$ cat config.mk
export PLATFORM = sky130hd
export DESIGN_NAME = link_txn_ctrl
export DESIGN_NICKNAME = d
export VERILOG_FILES = /design/src/rtl/link_txn_ctrl.sv
export SDC_FILE = /design/constraint.sdc
export NUM_CORES = 1
export LEC_CHECK = 0
export BUFFER_PORTS_ARGS = -buffer_cell sky130_fd_sc_hd__buf_2
export CORE_ASPECT_RATIO = 2
export CORE_MARGIN = 2
export CORE_UTILIZATION = 56
export CTS_BUF_LIST = sky130_fd_sc_hd__clkbuf_4
export DETAILED_ROUTE_END_ITERATION = 8
export GPL_TIMING_DRIVEN = 0
export PLACE_DENSITY = 0.84
export SETUP_SLACK_MARGIN = 0.4
export SLEW_MARGIN = 20
export SYNTH_ARGS = -nofsm -noshare
export SYNTH_HDL_FRONTEND = slang
export SYNTH_SLANG_ARGS = --single-unit
$ cat constraint.sdc
create_clock -name i_link_txn_ctrl_clk -period 2.8 [get_ports i_link_txn_ctrl_clk]
set_input_delay 0.56 -clock i_link_txn_ctrl_clk [delete_from_list [all_inputs] [get_ports i_link_txn_ctrl_clk]]
set_output_delay 0.56 -clock i_link_txn_ctrl_clk [all_outputs]
set_load 0.02 [all_outputs]
$ cat src/rtl/link_txn_ctrl.sv
// link_txn_ctrl: link-layer transaction sequencer (token -> data -> handshake) for up to 16 endpoints.
// Latency: a token sampled on cycle N changes state and registered outputs on N+1; turnaround is delay_threshold+1 cycles.
// Backpressure: no valid/ready path; per-endpoint ready/stall flags select NAK/STALL, and a wait timer aborts stalled exchanges.
// Ports: clk / async active-low rst_n; delay_threshold and time_threshold; ep_ready / ep_stall (one bit per endpoint);
//        rx_pid/rx_pid_en/rx_ep/rx_lt_eop_en/rx_crc_err from the receiver; tx_lp_eop_en from the transmitter;
//        time_out, rx_data_on, rx_handshake_on, tx_data_on, tx_hs_en, tx_hs_pid, tx_data_pid, d_oe, ep.
// Optional feature: define LINK_TXN_TOGGLE_EN for per-endpoint DATA0/DATA1 toggle tracking.
module link_txn_ctrl #(
  parameter int EP_NUM = 4,
  parameter int TMR_W  = 16,
  parameter int DLY_W  = 6
) (
  input  logic              i_link_txn_ctrl_clk,
  input  logic              i_link_txn_ctrl_rst_n,
  input  logic [DLY_W-1:0]  i_link_txn_ctrl_delay_threshold,
  input  logic [TMR_W-1:0]  i_link_txn_ctrl_time_threshold,
  input  logic [EP_NUM-1:0] i_link_txn_ctrl_ep_ready,
  input  logic [EP_NUM-1:0] i_link_txn_ctrl_ep_stall,
  input  logic [3:0]        i_link_txn_ctrl_rx_pid,
  input  logic              i_link_txn_ctrl_rx_pid_en,
  input  logic [3:0]        i_link_txn_ctrl_rx_ep,
  input  logic              i_link_txn_ctrl_rx_lt_eop_en,
  input  logic              i_link_txn_ctrl_rx_crc_err,
  input  logic              i_link_txn_ctrl_tx_lp_eop_en,
  output logic              o_link_txn_ctrl_time_out,
  output logic              o_link_txn_ctrl_rx_data_on,
  output logic              o_link_txn_ctrl_rx_handshake_on,
  output logic              o_link_txn_ctrl_tx_data_on,
  output logic              o_link_txn_ctrl_tx_hs_en,
  output logic [3:0]        o_link_txn_ctrl_tx_hs_pid,
  output logic [3:0]        o_link_txn_ctrl_tx_data_pid,
  output logic              o_link_txn_ctrl_d_oe,
  output logic [3:0]        o_link_txn_ctrl_ep
);

  localparam logic [3:0] PID_OUT   = 4'b0001;
  localparam logic [3:0] PID_IN    = 4'b1001;
  localparam logic [3:0] PID_SETUP = 4'b1101;
  localparam logic [3:0] PID_DATA0 = 4'b0011;
  localparam logic [3:0] PID_DATA1 = 4'b1011;
  localparam logic [3:0] PID_ACK   = 4'b0010;
  localparam logic [3:0] PID_NAK   = 4'b1010;
  localparam logic [3:0] PID_STALL = 4'b1110;

  typedef enum logic [2:0] {
    IDLE, RX_DATA, TURN_HS, TX_HS, TURN_DATA, TX_DATA, WAIT_HS
  } state_t;

  state_t           state_q;
  logic [TMR_W-1:0] tmr_q;
  logic [DLY_W-1:0] dly_q;
  logic             setup_q;

  // Select one endpoint flag by a 4-bit index; indices beyond EP_NUM read as 0.
  function automatic logic pick(input logic [EP_NUM-1:0] v, input logic [3:0] idx);
    logic r;
    r = 1'b0;
    for (int i = 0; i < EP_NUM; i++) begin
      if (idx == 4'(i)) r = v[i];
    end
    return r;
  endfunction

  logic tok_ep_ok, tok_stall, tok_ready, cur_stall, cur_ready;
  logic is_data_pid;

  assign tok_ep_ok   = int'(i_link_txn_ctrl_rx_ep) < EP_NUM;
  assign tok_stall   = pick(i_link_txn_ctrl_ep_stall, i_link_txn_ctrl_rx_ep);
  assign tok_ready   = pick(i_link_txn_ctrl_ep_ready, i_link_txn_ctrl_rx_ep);
  assign cur_stall   = pick(i_link_txn_ctrl_ep_stall, o_link_txn_ctrl_ep);
  assign cur_ready   = pick(i_link_txn_ctrl_ep_ready, o_link_txn_ctrl_ep);
  assign is_data_pid = (i_link_txn_ctrl_rx_pid == PID_DATA0) || (i_link_txn_ctrl_rx_pid == PID_DATA1);

`ifdef LINK_TXN_TOGGLE_EN
  logic [EP_NUM-1:0] toggle_q;
  logic              data_odd_q;  // received data PID was DATA1
  logic [EP_NUM-1:0] ep_mask;
  logic              cur_toggle;
  assign ep_mask    = EP_NUM'(1) << o_link_txn_ctrl_ep;
  assign cur_toggle = pick(toggle_q, o_link_txn_ctrl_ep);
`endif

  always_ff @(posedge i_link_txn_ctrl_clk or negedge i_link_txn_ctrl_rst_n) begin
    if (!i_link_txn_ctrl_rst_n) begin
      state_q                         <= IDLE;
      tmr_q                           <= '0;
      dly_q                           <= '0;
      setup_q                         <= 1'b0;
      o_link_txn_ctrl_time_out        <= 1'b0;
      o_link_txn_ctrl_rx_data_on      <= 1'b0;
      o_link_txn_ctrl_rx_handshake_on <= 1'b0;
      o_link_txn_ctrl_tx_data_on      <= 1'b0;
      o_link_txn_ctrl_tx_hs_en        <= 1'b0;
      o_link_txn_ctrl_tx_hs_pid       <= 4'b0000;
      o_link_txn_ctrl_tx_data_pid     <= 4'b0000;
      o_link_txn_ctrl_d_oe            <= 1'b0;
      o_link_txn_ctrl_ep              <= 4'd0;
`ifdef LINK_TXN_TOGGLE_EN
      toggle_q                        <= '0;
      data_odd_q                      <= 1'b0;
`endif
    end else begin
      // Pulse outputs default low every cycle.
      o_link_txn_ctrl_time_out <= 1'b0;
      o_link_txn_ctrl_tx_hs_en <= 1'b0;
      case (state_q)
        IDLE: begin
          if (i_link_txn_ctrl_rx_pid_en && tok_ep_ok) begin
            if (i_link_txn_ctrl_rx_pid == PID_OUT || i_link_txn_ctrl_rx_pid == PID_SETUP) begin
              state_q                    <= RX_DATA;
              o_link_txn_ctrl_ep         <= i_link_txn_ctrl_rx_ep;
              setup_q                    <= (i_link_txn_ctrl_rx_pid == PID_SETUP);
              tmr_q                      <= '0;
              o_link_txn_ctrl_rx_data_on <= 1'b1;
`ifdef LINK_TXN_TOGGLE_EN
              data_odd_q                 <= 1'b0;
`endif
            end else if (i_link_txn_ctrl_rx_pid == PID_IN) begin
              o_link_txn_ctrl_ep   <= i_link_txn_ctrl_rx_ep;
              o_link_txn_ctrl_d_oe <= 1'b1;
              dly_q                <= '0;
              if (tok_stall) begin
                state_q                   <= TURN_HS;
                o_link_txn_ctrl_tx_hs_pid <= PID_STALL;
              end else if (!tok_ready) begin
                state_q                   <= TURN_HS;
                o_link_txn_ctrl_tx_hs_pid <= PID_NAK;
              end else begin
                state_q <= TURN_DATA;
              end
            end
          end
        end
        RX_DATA: begin
`ifdef LINK_TXN_TOGGLE_EN
          if (i_link_txn_ctrl_rx_pid_en && is_data_pid) data_odd_q <= i_link_txn_ctrl_rx_pid[3];
`endif
          // End of packet takes priority over a coincident timeout.
          if (i_link_txn_ctrl_rx_lt_eop_en) begin
            o_link_txn_ctrl_rx_data_on <= 1'b0;
            if (i_link_txn_ctrl_rx_crc_err) begin
              state_q <= IDLE;
            end else begin
              state_q                   <= TURN_HS;
              o_link_txn_ctrl_d_oe      <= 1'b1;
              dly_q                     <= '0;
              o_link_txn_ctrl_tx_hs_pid <= PID_ACK;
              if (setup_q) begin
`ifdef LINK_TXN_TOGGLE_EN
                toggle_q <= toggle_q | ep_mask;
`endif
              end else if (cur_stall) begin
                o_link_txn_ctrl_tx_hs_pid <= PID_STALL;
              end else if (!cur_ready) begin
                o_link_txn_ctrl_tx_hs_pid <= PID_NAK;
              end else begin
`ifdef LINK_TXN_TOGGLE_EN
                // A PID that disagrees with the toggle is a retransmission: ACK it but keep the toggle.
                if (data_odd_q == cur_toggle) toggle_q <= toggle_q ^ ep_mask;
`endif
              end
            end
          end else if (tmr_q == i_link_txn_ctrl_time_threshold) begin
            o_link_txn_ctrl_time_out   <= 1'b1;
            o_link_txn_ctrl_rx_data_on <= 1'b0;
            state_q                    <= IDLE;
          end else if (tmr_q != '1) begin
            tmr_q <= tmr_q + 1'b1;
          end
        end
        TURN_HS: begin
          if (dly_q == i_link_txn_ctrl_delay_threshold) begin
            state_q                  <= TX_HS;
            o_link_txn_ctrl_tx_hs_en <= 1'b1;
          end else begin
            dly_q <= dly_q + 1'b1;
          end
        end
        TX_HS: begin
          if (i_link_txn_ctrl_tx_lp_eop_en) begin
            state_q              <= IDLE;
            o_link_txn_ctrl_d_oe <= 1'b0;
          end
        end
        TURN_DATA: begin
          if (dly_q == i_link_txn_ctrl_delay_threshold) begin
            state_q                    <= TX_DATA;
            o_link_txn_ctrl_tx_data_on <= 1'b1;
`ifdef LINK_TXN_TOGGLE_EN
            o_link_txn_ctrl_tx_data_pid <= cur_toggle ? PID_DATA1 : PID_DATA0;
`else
            o_link_txn_ctrl_tx_data_pid <= PID_DATA0;
`endif
          end else begin
            dly_q <= dly_q + 1'b1;
          end
        end
        TX_DATA: begin
          if (i_link_txn_ctrl_tx_lp_eop_en) begin
            state_q                         <= WAIT_HS;
            o_link_txn_ctrl_tx_data_on      <= 1'b0;
            o_link_txn_ctrl_d_oe            <= 1'b0;
            o_link_txn_ctrl_rx_handshake_on <= 1'b1;
            tmr_q                           <= '0;
          end
        end
        WAIT_HS: begin
          if (i_link_txn_ctrl_rx_pid_en) begin
            state_q                         <= IDLE;
            o_link_txn_ctrl_rx_handshake_on <= 1'b0;
`ifdef LINK_TXN_TOGGLE_EN
            if (i_link_txn_ctrl_rx_pid == PID_ACK) toggle_q <= toggle_q ^ ep_mask;
`endif
          end else if (tmr_q == i_link_txn_ctrl_time_threshold) begin
            o_link_txn_ctrl_time_out        <= 1'b1;
            o_link_txn_ctrl_rx_handshake_on <= 1'b0;
            state_q                         <= IDLE;
          end else if (tmr_q != '1) begin
            tmr_q <= tmr_q + 1'b1;
          end
        end
        default: state_q <= IDLE;
      endcase
    end
  end

`ifndef LINK_TXN_TOGGLE_EN
  // Data PID value only matters when toggles are tracked.
  logic unused_data_pid;
  assign unused_data_pid = is_data_pid;
`endif

endmodule

==> run summary, run 1 <==
status: finished clean
Post-synth EDFFs: 0
clock power share: 18.3%
Worst EP required: 3.08 ns
Worst VDD drop: 0.0003826 V
die width: 52.84 um
Multi-input gate area: 1587 sq um
Root Buffer: clkbuf_4
Synth-to-Final Area Change: 19.67%
post-synth top area cell: dfrtp_1
Routability Congestion: 0.9390
DR iter-0 viols: 80
Slew Viols, Final: 0
Final Cycle Share: 82.74%
largest cells by area after synthesis: dfrtp_1, xor2_1, nand2_1
Seq pwr share: 44.6%
n_diodes: 0
sw frac: 38.89%
CP max stage cell: or3b_4
max incr delay on CP: 0.42 ns
Crit Path Class: primary input to flip-flop
worst path cell trace: buf_2, or3b_4, o311a_4, nor2_4, o2111ai_4, buf_6, or4_1, a21oi_1
Crit Path Max Fanout: 5
gr ovfl total: 0
clk sinks: 40
total number of vias: 2629
post-synthesis area per instance: 9.117 sq um
HP Class: primary input to asynchronous set/reset pin
switching pwr: 0.6522 mW
final instance area: 3197 sq um
Top Layer Used: met4
core footprint: 4598 sq um
Async S/R FF share, synth: 100.0%
# rows: 35
total track usage: 28.64%
leakage: 1.485 nW
Top FF cell, synth: dfrtp_1
total die area: 5372 sq um
post-detail-place hpwl: 5271 um
Clock transition at path regs: 0.12 ns
TNS Setup: 0 ns
unrepaired setup endpoints after global routing: yes
first-pass GRT wire length: 11510 um
Fmax: 431.6 MHz
Post-Route WL: 7058 um
Synth cell types: 58
vias in the first global route: 2631
final setup fails: 0
per-cell routed wire length: 16.73 um
MaxCap Viol Count: 0
DR pass1 iterations: 6
Slew HR: 39.04%
initial antenna violation count: 0
htree depth: 2
Worst setup SP type: primary input
Yosys reg bits: 40
met2 wire length: 4069 um
largest net degree at the start of global routing: 41
Hold Fails Final Rpt: 0
Max clock buf depth: 2
Post-Syn Area: 2671 sq um
Gate Count Post-Synth: 293
placed inst area: 3038 sq um
skew final: 0.01169 ns
Ports: 62
Via density: 6.230
CTS tree: yes
Slew @ Worst Pin: 0.9144 ns
synth warn: 0
CP Capture Type: flip-flop
met3 WL: 278 um
drc violations: 0
Pwr Density: 524.6 nW/um^2
CP arrival: 2.59 ns
Internal: 1.025 mW
M1 wire length: 2326 um
share of Yosys cell area claimed by the top area cell type: 37.47%
ANT nets after route: 0
CTS Hold Bufs: 0
sequential area share after synthesis: 37.47%
Clk Latency, worst-skew pair: 0.35 ns
Reg area: 1001 sq um
die height: 101.7 um
PortBufs: 58
fin crit period: 2.317 ns
total CTS buffers: 5
Final nets: 412
Initial Utilization: 58.10%
Filler Cell Count: 396
fraction of layout cells with a size suffix above 1: 27.52%
combinational share of power: 37.1%
[per-stage QoR]
step                      setup WS (ns)  utilization (%)  hold WS [ns]  power, mW  cells
after floorplan                  0.4349                -        0.2644      1.149    295
after global placement           0.1415            66.07        0.4512      1.333    408
after detailed placement         0.1494            66.07        0.4720      1.353    408
after CTS                        0.3951            68.08        0.3480      1.666    420
after global routing             0.3953            69.52        0.3993      1.773    422
final                            0.4832            69.52        0.3173      1.677    422
[routing by layer]
layer  GRT usage (%)  vias to the layer above
li1                -                     1239
met1           28.34                     1251
met2           50.77                      103
met3           4.720                       36
met4           21.30                        0
met5               0                        -
[power by group through the flow]
| stage | clock [mW] | sequential (mW) | combinational [mW] |
|---|---|---|---|
| 2_1_floorplan | 0 | 0.784 | 0.365 |
| 5_1_grt | 0.340 | 0.757 | 0.677 |
| 4_1_cts | 0.316 | 0.743 | 0.607 |
| 3_5_place_dp | 0 | 0.756 | 0.597 |
| 3_3_place_gp | 0 | 0.750 | 0.583 |
| 6_report | 0.307 | 0.749 | 0.622 |
[critical path, delay by kind of cell]
| family | cells | cell delay, ns |
|---|---|---|
| buf+inv | 2 | 0.28 |
| simple gates | 3 | 1.01 |
| compound gates | 3 | 0.74 |
[layout by cell type, fill, tap and decap left out, types with 3 or more instances in the layout]
cell      count
buf_2        58
nor2_1       15
nand3_1       8
buf_6         5
nor4_1        3
nand4_1       6
o21ai_0      18
a31oi_1       3
mux4_2        3
a21oi_1      15
or3_1         9
buf_4         9
dfrtp_1      40
o211ai_1      8
nor3_1        8
nand2_1      30
clkbuf_1      5
inv_1        11
o31ai_1       8
nor2b_1       3
xor2_1       23
conb_1        3
mux2_2        4
or4_1        12
o21ai_1       3
clkbuf_4      7
and2_1        3
and3_1        3
[area by class of cell]
| class | instances | area share (%) |
|---|---|---|
| multi-input cells | 229 | 49.63 |
| flip-flops and latches | 40 | 31.31 |
| well taps | 55 | 2.153 |
| clock inverters | 1 | 0.1174 |
| inverters | 11 | 1.292 |
| repair buffers | 64 | 10.61 |
| clock buffers | 7 | 1.644 |
| plain buffers | 15 | 3.249 |
[cells by family (layout without fill, tap and decap cells)]
group,Yosys count,in the layout,synth area share [%]
adder cells (fa/ha/maj),2,2,0.9366
flip-flops,40,40,37.47
multiplexers,7,7,4.215
buffers and inverters,26,98,4.965
other,1,3,0.1404
XOR/XNOR,25,25,8.197
AO/OA/AOI/OAI,76,76,20.00
AND/OR/NAND/NOR,116,116,24.08
[worst paths after layout]
kind | from | to | slack [ns] | depth (start not counted)
worst max-delay path | i_link_txn_ctrl_rx_pid_en | tmr_q[13]$_DFFE_PN0P_ | 0.48 | 8
worst min-delay path | i_link_txn_ctrl_rst_n | dly_q[2]$_DFFE_PN0P_ | 0.32 | 1
worst max register to register | state_q[2]$_DFFE_PN0P_ | tmr_q[5]$_DFFE_PN0P_ | 0.50 | 9
worst min register to register | o_link_txn_ctrl_tx_hs_pid[1]$_DFFE_PN0P_ | o_link_txn_ctrl_tx_hs_pid[1]$_DFFE_PN0P_ | 0.50 | 1
max in group asynchronous | i_link_txn_ctrl_rst_n | state_q[0]$_DFFE_PN0P_ | 1.90 | 1
min in group i_link_txn_ctrl_clk | o_link_txn_ctrl_tx_hs_pid[1]$_DFFE_PN0P_ | o_link_txn_ctrl_tx_hs_pid[1]$_DFFE_PN0P_ | 0.50 | 1
[cell usage after synthesis, types with 2 or more instances]
master and instances:
ha_1 2, o21ai_1 3, o211ai_1 8, dfrtp_1 40, or3_1 9, o221ai_1 2, mux2_2 4, nand3_1 8
xor2_1 23, nor3_1 8, nand2b_1 2, nor2_1 15, a32oi_1 2, nand4_1 6, buf_4 5, inv_1 11
a31oi_1 3, or4_1 12, buf_6 2, nand2_1 30, a21oi_1 15, o21ai_0 18, and2_1 3, o31ai_1 8
and3_1 3, nor4_1 5, xnor2_1 2, nor2b_1 3, a21o_1 2, or2_2 2, clkbuf_1 7, mux4_2 3
and4_1 2
[state kept, by name, indices dropped and copies added, names as in the netlist]
register and cells:
o_link_txn_ctrl_time_out 1, tmr_q 16, dly_q 6, o_link_txn_ctrl_tx_hs_pid 3, o_link_txn_ctrl_tx_data_on 1, state_q 3
setup_q 1, o_link_txn_ctrl_tx_hs_en 1, o_link_txn_ctrl_tx_data_pid 1, o_link_txn_ctrl_rx_handshake_on 1, o_link_txn_ctrl_ep 4, o_link_txn_ctrl_d_oe 1
o_link_txn_ctrl_rx_data_on 1
[timing repair]
item,4_1_cts,5_1_grt
pin swaps,1,3
cloned,1,1
setup endpoints to repair,8,16
setup buffers,3,1
resized for setup,3,14
Note: power is estimated with default switching activity, not from simulation.
==> inputs of run 2 (changes only) <==
==> constraint.sdc (replaced) <==
create_clock -name i_link_txn_ctrl_clk -period 2.4 [get_ports i_link_txn_ctrl_clk]
set_input_delay 0.48 -clock i_link_txn_ctrl_clk [delete_from_list [all_inputs] [get_ports i_link_txn_ctrl_clk]]
set_output_delay 0.48 -clock i_link_txn_ctrl_clk [all_outputs]
set_load 0.02 [all_outputs]
==> run summary, run 2 (synthesis gave the netlist of run 1 again) <==
status: finished clean
CP max stage cell: or4_1
most used cell along the critical path: buf_4
most common cell after layout, fill and taps aside: buf_2
Final Cycle Share: 97.59%
gr ovfl total: 0 (unchanged)
top flop regs: tmr_q x16, dly_q x6, o_link_txn_ctrl_ep x4
initial antenna violation count: 0 (unchanged)
Biggest register: tmr_q
Max clock buf depth: 2 (unchanged)
fin crit period: 2.342 ns
CP arrival: 2.61 ns (+0.02 ns)
PortBufs: 58 (unchanged)
Final nets: 437 (+6.1%)
Crit Path Max Fanout: 7 (+2)
r2r startpoint: state_q[2]$_DFFE_PN0P_
Clk Latency, worst-skew pair: 0.35 ns (about the same)
vias in the first global route: 2722 (+3.5%)
Slew Viols, Final: 0 (unchanged)
core footprint: 4598 sq um (unchanged)
Clock transition at path regs: 0.13 ns (about the same)
die height: 101.7 um (unchanged)
worst path cell trace: buf_6, buf_4, a211oi_4, nor3_4, nor2_4, buf_4, o2111ai_4, buf_4, or4_1, a21oi_1
htree depth: 2 (unchanged)
Filler Cell Count: 308 (-22%)
fraction of layout cells with a size suffix above 1: 41.94% (+14 points)
Hold Fails Final Rpt: 0 (unchanged)
Synth-to-Final Area Change: 34.33%
first-pass GRT wire length: 12180 um (+5.8%)
Worst EP required: 2.67 ns (-0.41 ns)
leakage: 1.648 nW (+11%)
final instance area: 3588 sq um (+12%)
Fmax: 427.0 MHz
Worst VDD drop: 0.0004807 V (+26%)
total number of vias: 2909 (+11%)
unrepaired setup endpoints after global routing: yes
Initial Utilization: 58.10% (unchanged)
CP Capture Type: flip-flop
Root Buffer: clkbuf_4
total die area: 5372 sq um (unchanged)
total CTS buffers: 5 (unchanged)
DR iter-0 viols: 133 (+66%)
n_diodes: 0 (unchanged)
total track usage: 30.37% (+1.7 points)
Post-Route WL: 8562 um (+21%)
final setup fails: 0 (unchanged)
WP buf/inv: 4 (+2)
Crit Path Class: flip-flop to flip-flop
Worst setup SP type: flip-flop
CTS Hold Bufs: 0 (unchanged)
placed inst area: 3054 sq um (+0.54%)
skew final: 0.006490 ns (-0.005203 ns)
post-detail-place hpwl: 5274 um (about the same)
Ports: 62 (unchanged)
largest net degree at the start of global routing: 41 (unchanged)
Slew @ Worst Pin: 0.9116 ns (-0.002739 ns)
final setup margin: 0.05786 ns (-0.4253 ns)
commonest cells after routing, fill and taps aside: buf_2, dfrtp_1, buf_4
max incr delay on CP: 0.41 ns (about the same)
die width: 52.84 um (unchanged)
Fin Hold WS: 0.2374 ns (-0.07992 ns)
Total Power: 2.120 mW (+26%)
MaxCap Viol Count: 0 (unchanged)
DR pass1 iterations: 7 (+1)
Final Util: 78.04% (+8.5 points)
ANT nets after route: 0 (unchanged)
Crit. Startpoint: state_q[2]$_DFFE_PN0P_
clk sinks: 40 (unchanged)
Slew HR: 39.22% (+0.18 points)
HP Class: primary input to asynchronous set/reset pin
drc violations: 0 (unchanged)
# rows: 35 (unchanged)
Crit path max-delay family: simple AND/OR/NAND/NOR gates
Routability Congestion: 0.9120 (-2.9%)
CTS tree: yes
Pwr Density: 590.8 nW/um^2 (+13%)
Via density: 6.522 (+4.7%)
per-cell routed wire length: 19.20 um (+15%)
max FFs per register: 16 (unchanged)
pre-CTS setup slack: -0.1325 ns (-0.2819 ns)
[run 2: final timing paths]
check / to / cells after the start / slack [ns]
hold / removal: tmr_q[5]$_DFFE_PN0P_ / 1 / 0.24
setup / recovery: tmr_q[14]$_DFFE_PN0P_ / 10 / 0.06
min in group i_link_txn_ctrl_clk: o_link_txn_ctrl_ep[1]$_DFFE_PN0P_ / 2 / 0.42
hold reg to reg: o_link_txn_ctrl_rx_handshake_on$_DFFE_PN0P_ / 1 / 0.51
setup reg to reg: tmr_q[14]$_DFFE_PN0P_ / 10 / 0.06
max in group asynchronous: tmr_q[10]$_DFFE_PN0P_ / 1 / 1.53
[run 2: area by class of cell]
class	count	area (sq um)	share of cell area, %
repair buffers	88	530.5	14.78
well taps	55	68.82	1.918
clock inverters	2	7.507	0.2092
flip-flops and latches	40	1010	28.14
clock buffers	5	37.54	1.046
plain buffers	15	107.6	2.999
multi-input cells	230	1782	49.65
inverters	11	45.04	1.255
[run 2: per-layer routing]
metal / GRT usage [%] / share of wire (%) / vias up
met4: 18.34 / 6.6 / 0
met3: 3.982 / 4.9 / 57
met1: 30.18 / 33 / 1383
met2: 56.44 / 55 / 178
li1: - / - / 1291
met5: 0 / 0 / -
[run 2: worst reg2reg max path, delay by kind of cell, from the launching register on]
kind                   cells  cell delay, ns
AOI/OAI and AO/OA          3            0.61
buffers and inverters      4            0.61
DFF                        1            0.39
and+or+nand+nor            3            0.66
[run 2: power breakdown]
part	switching [mW]	total [mW]	internal, mW
clock network	0.233	0.336	0.103
logic	0.530	0.915	0.386
registers	0.0991	0.869	0.769
[run 2: what timing repair did]
item	CTS	global route
pin swaps	14	19
setup endpoints to repair	33	31
setup buffers	12	16
cloned	2	1
gates resized for setup	22	42
[run 2: metrics by stage]
stage	TNS [ns]	std cells
3_3_place_gp	-0.6187	408
3_5_place_dp	-1.071	408
6_report	0	446
5_1_grt	-0.01404	446
2_1_floorplan	0	295
4_1_cts	0	429
==> inputs of run 3 (changes only) <==
--- a/config.mk
+++ b/config.mk
@@ -10,8 +10,10 @@
 export CORE_MARGIN = 2
 export CORE_UTILIZATION = 56
 export CTS_BUF_LIST = sky130_fd_sc_hd__clkbuf_4
+export CTS_CLUSTER_DIAMETER = 40
 export DETAILED_ROUTE_END_ITERATION = 8
 export GPL_TIMING_DRIVEN = 0
+export MAX_ROUTING_LAYER = met4
 export PLACE_DENSITY = 0.84
 export SETUP_SLACK_MARGIN = 0.4
 export SLEW_MARGIN = 20
==> run summary, run 3 (synthesis gave the netlist of run 1 again) <==
max incr delay on CP: 0.43 ns (+0.02 ns)
Clk Latency, worst-skew pair: 0.35 ns (about the same)
PortBufs: 58 (unchanged)
first-pass GRT wire length: 12230 um (+0.45%)
Worst R2R Path Depth: 10 (unchanged)
fin crit period: 2.339 ns (-0.003342 ns)
Root Buffer: clkbuf_4
Pwr Density: 591.4 nW/um^2 (about the same)
Critical R2R Capture: tmr_q[14]$_DFFE_PN0P_
Crit. Startpoint: i_link_txn_ctrl_rx_pid_en
Via density: 6.400 (-1.9%)
Post-Route WL: 8069 um (-5.8%)
Initial Utilization: 58.10% (unchanged)
Final nets: 429 (-1.8%)
r2r startpoint: state_q[2]$_DFFE_PN0P_
total CTS buffers: 5 (unchanged)
DR pass1 iterations: 4 (-3)
top flop regs: tmr_q x16, dly_q x6, o_link_txn_ctrl_ep x4
vias in the first global route: 2714 (-0.29%)
Total Power: 2.073 mW (-2.2%)
Slew @ Worst Pin: 0.9197 ns (+0.008093 ns)
most common cell after layout, fill and taps aside: buf_2
die width: 52.84 um (unchanged)
Synth-to-Final Area Change: 31.24%
total number of vias: 2803 (-3.6%)
Hold Fails Final Rpt: 0 (unchanged)
Fmax: 427.6 MHz (+0.14%)
# rows: 35 (unchanged)
Ports: 62 (unchanged)
total track usage: 31.48% (+1.1 points)
drc violations: 0 (unchanged)
fraction of layout cells with a size suffix above 1: 39.16% (-2.8 points)
Clock transition at path regs: 0.12 ns (about the same)
CP arrival: 2.61 ns (about the same)
commonest cells after routing, fill and taps aside: buf_2, dfrtp_1, nand2_1
clk sinks: 40 (unchanged)
Worst EP required: 2.67 ns (about the same)
per-cell routed wire length: 18.42 um (-4.0%)
Final Util: 76.24% (-1.8 points)
Biggest register: tmr_q
Worst R2R Setup Slack: 0.07 ns (about the same)
total die area: 5372 sq um (unchanged)
htree depth: 2 (unchanged)
n_diodes: 0 (unchanged)
most used cell along the critical path: buf_4
Worst setup SP type: primary input
Max clock buf depth: 2 (unchanged)
HP Class: primary input to asynchronous set/reset pin
MaxCap Viol Count: 0 (unchanged)
leakage: 1.609 nW (-2.3%)
Slew Viols, Final: 0 (unchanged)
CP Capture Type: flip-flop
max FFs per register: 16 (unchanged)
Slew HR: 38.69% (-0.54 points)
CTS tree: yes
Fin Hold WS: 0.2498 ns (+0.01239 ns)
CP endpoint: tmr_q[14]$_DFFE_PN0P_
die height: 101.7 um (unchanged)
Final Cycle Share: 97.45% (-0.14 points)
Routability Congestion: 0.9279 (+1.7%)
Crit Path Max Fanout: 5 (-2)
CP max stage cell: or3b_4
ANT nets after route: 0 (unchanged)
skew final: 0.002808 ns (-0.003682 ns)
DR iter-0 viols: 118 (-11%)
status: finished clean
worst path cell trace: buf_2, or3b_4, o311a_4, nor2_4, buf_4, o2111ai_4, buf_4, or4_1, a21oi_1
unrepaired setup endpoints after global routing: yes
post-detail-place hpwl: 5274 um (unchanged)
core footprint: 4598 sq um (unchanged)
gr ovfl total: 0 (unchanged)
Worst VDD drop: 0.0004872 V (+1.3%)
largest net degree at the start of global routing: 41 (unchanged)
initial antenna violation count: 0 (unchanged)
Crit Path Class: primary input to flip-flop
final setup fails: 0 (unchanged)
[run 3: cell type report]
cell class	instances	area [sq um]
Fill cell	333	1092
Buffer	15	107.6
Sequential cell	40	1005
Timing Repair Buffer	80	466.7
Inverter	11	45.04
Clock buffer	5	37.54
Tap cell	55	68.82
Clock inverter	2	7.507
Multi-Input combinational cell	230	1768
[run 3: worst min path at each step]
stage / start / endpoint / cells past startpoint / slack, ns
finish: i_link_txn_ctrl_rst_n / tmr_q[0]$_DFFE_PN0P_ / 1 / 0.25
global route: i_link_txn_ctrl_rst_n / tmr_q[5]$_DFFE_PN0P_ / 1 / 0.32
CTS: i_link_txn_ctrl_rst_n / tmr_q[5]$_DFFE_PN0P_ / 1 / 0.27
detailed placement: o_link_txn_ctrl_tx_hs_pid[1]$_DFFE_PN0P_ / o_link_txn_ctrl_tx_hs_pid[1]$_DFFE_PN0P_ / 1 / 0.48
global placement: o_link_txn_ctrl_tx_hs_pid[1]$_DFFE_PN0P_ / o_link_txn_ctrl_tx_hs_pid[1]$_DFFE_PN0P_ / 1 / 0.47
floorplan: i_link_txn_ctrl_rst_n / dly_q[0]$_DFFE_PN0P_ / 0 / 0.18
[run 3: where the power goes]
part | internal (mW) | switching (mW) | total, mW | leakage (nW)
Combinational | 0.380 | 0.506 | 0.886 | 1.06
Sequential | 0.769 | 0.0965 | 0.866 | 0.522
Clock | 0.103 | 0.219 | 0.321 | 0.0261
[run 3: routing by layer]
metal / vias to the layer above / wire [um] / global-route usage (%)
li1: 1277 / - / -
met1: 1343 / 2717 / 30.66
met2: 134 / 4497 / 56.54
met3: 49 / 383 / 4.277
met4: 0 / 469 / 18.15
met5: - / 0 / -
[run 3: metrics by stage]
step	worst slack [ns]	area (sq um)	instances	setup TNS, ns
global route	0.02973	3506	438	0
detailed placement	-0.1325	3054	408	-1.071
finish	0.06121	3506	438	0
CTS	0.1236	3301	429	0
floorplan	0.1891	2695	295	0
global placement	-0.1162	3054	408	-0.6187
[run 3: repair_timing]
action / CTS / global route
gates resized for setup: 22 / 35
pin swaps: 14 / 14
hold buffers: 0 / 0
setup endpoints to repair: 33 / 31
cloned: 2 / 1
buffers inserted: 12 / 8
[run 3: critical path: cells and delay by family]
family / cells / cell delay (ns)
buffers and inverters: 3 / 0.43
AO/OA/AOI/OAI: 3 / 0.68
AND/OR/NAND/NOR: 3 / 0.99
